[config.mk]
export PLATFORM = sky130hd
export DESIGN_NAME = mux_tree_pipe
export DESIGN_NICKNAME = d
export VERILOG_FILES = /design/src/rtl/mux_pkg.sv /design/src/rtl/mux2_reg.sv /design/src/rtl/mux_tree_pipe.sv
export SDC_FILE = /design/constraint.sdc
export NUM_CORES = 1
export LEC_CHECK = 0
export CAP_MARGIN = 15
export CELL_PAD_IN_SITES_DETAIL_PLACEMENT = 1
export CELL_PAD_IN_SITES_GLOBAL_PLACEMENT = 1
export CORE_UTILIZATION = 30
export DETAILED_ROUTE_END_ITERATION = 10
export HOLD_SLACK_MARGIN = 0.1
export PLACE_DENSITY_LB_ADDON = 0.1
export SLEW_MARGIN = 20
export SYNTH_ARGS = -nofsm -noshare
export SYNTH_HDL_FRONTEND = slang
export SYNTH_SLANG_ARGS = --single-unit
export TNS_END_PERCENT = 100
[constraint.sdc]
create_clock -name clk -period 2.5 [get_ports clk]
set_clock_uncertainty 0.05 [all_clocks]
set_input_delay 0.5 -clock clk [delete_from_list [all_inputs] [get_ports clk]]
set_output_delay 0.5 -clock clk [all_outputs]
set_load 0.01 [all_outputs]
[src/rtl/mux_pkg.sv]
// Shared constants and elaboration helpers for the pipelined mux tree.
package mux_pkg;

    localparam int N_CH_DEF = 8;
    localparam int DW_DEF   = 8;

    // Ceiling log2; clog2(1) = 0.
    function automatic int clog2(input int value);
        int r;
        int v;
        r = 0;
        v = value - 1;
        while (v > 0) begin
            r = r + 1;
            v = v >> 1;
        end
        return r;
    endfunction

endpackage

[src/rtl/mux2_reg.sv]
// Registered 2:1 mux cell: loads the selected input only on a valid beat,
// otherwise holds so the data path does not toggle on bubbles.
module mux2_reg #(
    parameter int DW = 8
) (
    input  logic          clk,
    input  logic          rst_n,
    input  logic          in_valid,
    input  logic          sel,
    input  logic [DW-1:0] a,
    input  logic [DW-1:0] b,
    output logic [DW-1:0] y
);

    logic [DW-1:0] y_d;
    logic [DW-1:0] y_q;

    always_comb begin
        y_d = y_q;
        if (in_valid) begin
            y_d = sel ? b : a;
        end
    end

    always_ff @(posedge clk) begin
        if (!rst_n) begin
            y_q <= '0;
        end else begin
            y_q <= y_d;
        end
    end

    assign y = y_q;

endmodule

[src/rtl/mux_tree_pipe.sv]
// Pipelined N_CH:1 mux built as a binary tree of registered 2:1 cells, one
// register bank per tree level, with an optional round-robin scan select.
module mux_tree_pipe
    import mux_pkg::*;
#(
    parameter int N_CH = N_CH_DEF,
    parameter int DW   = DW_DEF,
    localparam int SW  = clog2(N_CH),
    localparam int LAT = SW
) (
    input  logic               clk,
    input  logic               rst_n,
    input  logic [N_CH*DW-1:0] d,
    input  logic [SW-1:0]      s,
    input  logic               in_valid,
    input  logic               scan_en,
    output logic [DW-1:0]      y,
    output logic [SW-1:0]      y_sel,
    output logic               out_valid
);

    logic [SW-1:0]           scan_cnt_d;
    logic [SW-1:0]           scan_cnt_q;
    logic [SW-1:0]           sel_eff;

    logic [LAT-1:0]          lvl_vld_in;
    logic [LAT-1:0]          lvl_vld_q;
    logic [LAT-1:0][SW-1:0]  lvl_sel_in;
    logic [LAT-1:0][SW-1:0]  lvl_sel_d;
    logic [LAT-1:0][SW-1:0]  lvl_sel_q;

    // Heap-ordered tree: node 0 is the root, node i has children 2i+1 / 2i+2,
    // and channel c sits at leaf N_CH-1+c so lower channels are left children.
    logic [2*N_CH-2:0][DW-1:0] node;

    // Scan counter wraps naturally because N_CH is a power of two.
    always_comb begin
        sel_eff    = scan_en ? scan_cnt_q : s;
        scan_cnt_d = scan_cnt_q;
        if (!scan_en) begin
            scan_cnt_d = '0;
        end else if (in_valid) begin
            scan_cnt_d = scan_cnt_q + SW'(1);
        end
    end

    // Level k consumes the beat registered by level k-1; level 0 takes the input.
    always_comb begin
        lvl_vld_in    = '0;
        lvl_sel_in    = '0;
        lvl_vld_in[0] = in_valid;
        lvl_sel_in[0] = sel_eff;
        for (int k = 1; k < LAT; k++) begin
            lvl_vld_in[k] = lvl_vld_q[k-1];
            lvl_sel_in[k] = lvl_sel_q[k-1];
        end
        for (int k = 0; k < LAT; k++) begin
            lvl_sel_d[k] = lvl_vld_in[k] ? lvl_sel_in[k] : lvl_sel_q[k];
        end
    end

    always_ff @(posedge clk) begin
        if (!rst_n) begin
            scan_cnt_q <= '0;
            lvl_vld_q  <= '0;
            lvl_sel_q  <= '0;
        end else begin
            scan_cnt_q <= scan_cnt_d;
            lvl_vld_q  <= lvl_vld_in;
            lvl_sel_q  <= lvl_sel_d;
        end
    end

    for (genvar c = 0; c < N_CH; c++) begin : g_leaf
        assign node[N_CH-1+c] = d[c*DW +: DW];
    end

    // A node at depth dd resolves select bit SW-1-dd, i.e. level SW-1-dd.
    for (genvar i = 0; i < N_CH-1; i++) begin : g_cell
        localparam int LV = SW - clog2(i + 2);

        mux2_reg #(
            .DW (DW)
        ) u_cell (
            .clk      (clk),
            .rst_n    (rst_n),
            .in_valid (lvl_vld_in[LV]),
            .sel      (lvl_sel_in[LV][LV]),
            .a        (node[2*i+1]),
            .b        (node[2*i+2]),
            .y        (node[i])
        );
    end

    assign y         = node[0];
    assign y_sel     = lvl_sel_q[LAT-1];
    assign out_valid = lvl_vld_q[LAT-1];

endmodule

==> metrics.md <==
| Metric | Value |
|---|---|
| Outcome | finished clean |
| Met3 wire len | 274 um |
| Overall global routing resource usage | 0.1553 |
| Peak supply drop | 0.2026 mV |
| Share of synthesized flip-flops with an asynchronous set or reset | 0 |
| DRC violation count after routing | 0 |
| Cell class contributing the biggest share of worst-path delay | buffers and inverters |
| Antenna diode count | 0 |
| RSZ-0062 raised after global routing | no |
| Startpoint of the tightest hold check path | g_cell[0].u_cell.y[3] |
| FP Rows | 36 |
| Total number of nets in the final design | about 480 |
| Gates resized, CTS repair | 0 |
| Critical Path Start | g_cell[0].u_cell.y[4] |
| Vertical extent of the die | a little over 100 um |
| Worst-Skew Late Latency | ~340 ps |
| Clk root buf | clkbuf_8 |
| Highest clock frequency the design can meet | 567.3 MHz |
| DR vias | about 2600 |
| Clock sinks | 71 |
| Critical path data arrival time | about 1200 ps |
| Critical path depth in cells | 1 |
| Cell area after synthesis | approximately 3000 um^2 |
| Highest-delay cell along the critical path | clkdlybuf4s50_1 |
| Post-layout instance area | ~4000 um^2 |
| Type of origin of the critical path | register |
| # Post-CTS Setup Buffers | 0 |
| Seq/Total Area, Yosys | 0.4683 |
| Clock slew at the register clock pins of the worst setup and hold paths | 70 ps |
| Yosys top cell by area | dfxtp_1 |
| Number of synthesized flops with an enable pin | 0 |
| Hold-fix buffers at CTS | 0 |
| Syn Area/Cell | approximately 9 um^2 |
| Pre-CTS setup slack | between 400 and 500 ps |
| Final setup slack of the worst path | around 740 ps |
| Global-route wire length before repair | approximately 12000 um |
| CTS Buffer Depth | 2 |
| Distinct cell type count after synthesis | 19 |
| Fraction of final layout cells with drive strength greater than 1 | 0.06112 |
| Most frequently used cell type in the post-synthesis netlist | nand2_1 |
| Buffering stage count on the worst path with inverters included | 1 |
| Reg-to-reg setup timing slack | 1050 ps |
| Initial antenna violation count | 0 |
| Share of the synthesized area in the top cell type | 0.4683 |
| Reg2Reg Capture Point | g_cell[2].u_cell.y[5] |
| Routed wirelength normalized by instance count | about 14 um |
| Maximum number of pins on one net before global-route repair | between 70 and 80 |
| H-tree depth | 3 |
| Inserted Clock Buffers | 9 |
| Total detailed-routing wirelength | 7501 um |
| Endpoint of the most critical setup path | y[4] |
| Dpl cell area | roughly 3900 um^2 |
| Max-slew violation total from the final report | 0 |
| Dominant synthesized flop cell | dfxtp_1 |
| First-iteration detailed-routing DRC count | 51 |
| Die area | approximately 11000 um^2 |
| Crit end category | primary output |
| Post-route setup TNS | 0 ps |
| Highest metal layer with signal wires | met4 |
| Buffers on Ports | 82 |
| Initial Utilization | 0.3105 |
| Required arrival time at the worst endpoint | just under 2000 ps |
| X dimension of the die | just over 100 um |
| Maximum cell stage delay along the critical path | ~540 ps |
| Leakage component of the power | 0.001739 uW |
| Synthesized Nets | just over 400 |
| Most instantiated cells after synthesis | nand2_1, dfxtp_1, mux2i_1, a31oi_1, o21ai_0 |
| Top fanout value on the critical path | 2 |
| Hold Fails Final Rpt | 0 |
| Met2 wire length | around 3300 um |
| Hpwl dp | just over 5000 um |
| Period utilisation layout | 0.7051 |
| Beginning of the worst register-to-register path | lvl_vld_q[0] |
| Floorplan core area | 9774 um^2 |
| I/O pin total | 83 |
| R2r worst-path depth | 3 |
| Count of nets left with antenna violations after detail routing | 0 |
| Final setup violation count | 0 |
| Yosys warning total | 0 |
| Sequence of cells on the critical path | clkdlybuf4s50_1 |
| Via count of the first global-routing pass | 2551 |
| Total iterations of the first detailed-routing run | 4 |
| Total power of the final layout | about 2400 uW |
| HP Class | register to register |
| Detailed-route wire length on metal 1 | around 3800 um |
| Clock tree from TritonCTS | built |
| Routed vias/inst | 4.756 |
| Period minus WS final | approximately 1800 ps |
| Area Overhead vs Synth | 35.12% |
| Max-Slew Margin vs Limit | 0.4721 |
| Count of max-cap constraint violations | 0 |
| Setup CP Type | register to primary output |
| PD cells | between 500 and 600 nW/um^2 |
| Gp weighted congestion | roughly 0.68 |
| Remaining global-route overflow | 0 |
| #FFs+latches synth | slightly above 70 |
| Cells taking the most area after synthesis | dfxtp_1, nand2_1, mux2i_1 |
| Slew of the pin with the lowest slew margin | between 700 and 800 ps |
| Number of instances in the synthesized netlist | between 300 and 400 |
sequential cells by signal, indices dropped and copies added (netlist names):
signal and flops:
lvl_sel_in 6, y_sel 3, scan_cnt_q 3, lvl_vld_q 3, g_cell.u_cell.y 56
cell type report:
type	instances	area [um^2]
clock buffer	12	155.1
clock inverter	4	20.02
fill	1145	5673
multi-input combinational	234	1445
sequential	71	1421
tap	133	166.4
timing repair buffer	88	893.4
power breakdown:
group	switching, uW	internal, uW
combinational	160	208
clock	413	408
sequential	45.8	1200
total	619	1820
routing by layer:
layer,GRT usage,up-vias
met5,0,-
met4,0.06264,0
met3,0.03593,9
met2,0.2344,60
met1,0.2131,1196
li1,-,1313
worst min path at each step:
stage	slack [ps]	end	cells past startpoint
2_1_floorplan	400	g_cell[1].u_cell.y[0]	1
3_3_place_gp	410	g_cell[1].u_cell.y[7]	1
3_5_place_dp	420	g_cell[2].u_cell.y[1]	1
4_1_cts	430	g_cell[0].u_cell.y[3]	1
5_1_grt	450	g_cell[2].u_cell.y[1]	1
6_report	430	g_cell[0].u_cell.y[3]	1
stage by stage:
stage | utilization | hold WS [ps] | cells
after global routing | 0.4196 | 449.7 | 542
after CTS | 0.4196 | 434.4 | 542
after floorplan | - | 403.3 | 336
after detailed placement | 0.4017 | 419.7 | 526
after global placement | 0.4017 | 410.5 | 526
final | 0.4196 | 429.9 | 542
worst register-to-register path, stage by stage, from the launching register on:
cell     delay (ps)
dfxtp_1         840
buf_4           290
nand2_1          70
o211a_1         110
cell usage in the layout (no fill, tap or decap):
master / n
xnor2_1: 1
o211a_1: 27
xor2_1: 1
nor2_1: 3
clkbuf_8: 11
clkdlybuf4s50_1: 80
clkinv_2: 4
mux2i_4: 1
and2_1: 3
mux2i_1: 33
buf_4: 3
buf_12: 3
mux2_4: 1
o21ai_0: 32
dfxtp_1: 71
nand2_1: 93
clkbuf_1: 1
nor2b_1: 6
ha_1: 1
a31oi_1: 32
buf_2: 2
logic make-up (layout without fill, tap and decap cells):
group	after synthesis	in the layout	synth area share
XOR/XNOR	2	2	0.005772
AO/OA/AOI/OAI	91	91	0.2077
flip-flops	71	71	0.4683
adder cells (fa/ha/maj)	1	1	0.004121
multiplexers	35	35	0.1212
AND/OR/NAND/NOR	105	105	0.1373
buffers and inverters	31	104	0.05564
No activity file was read; power rests on OpenSTA's default activity.
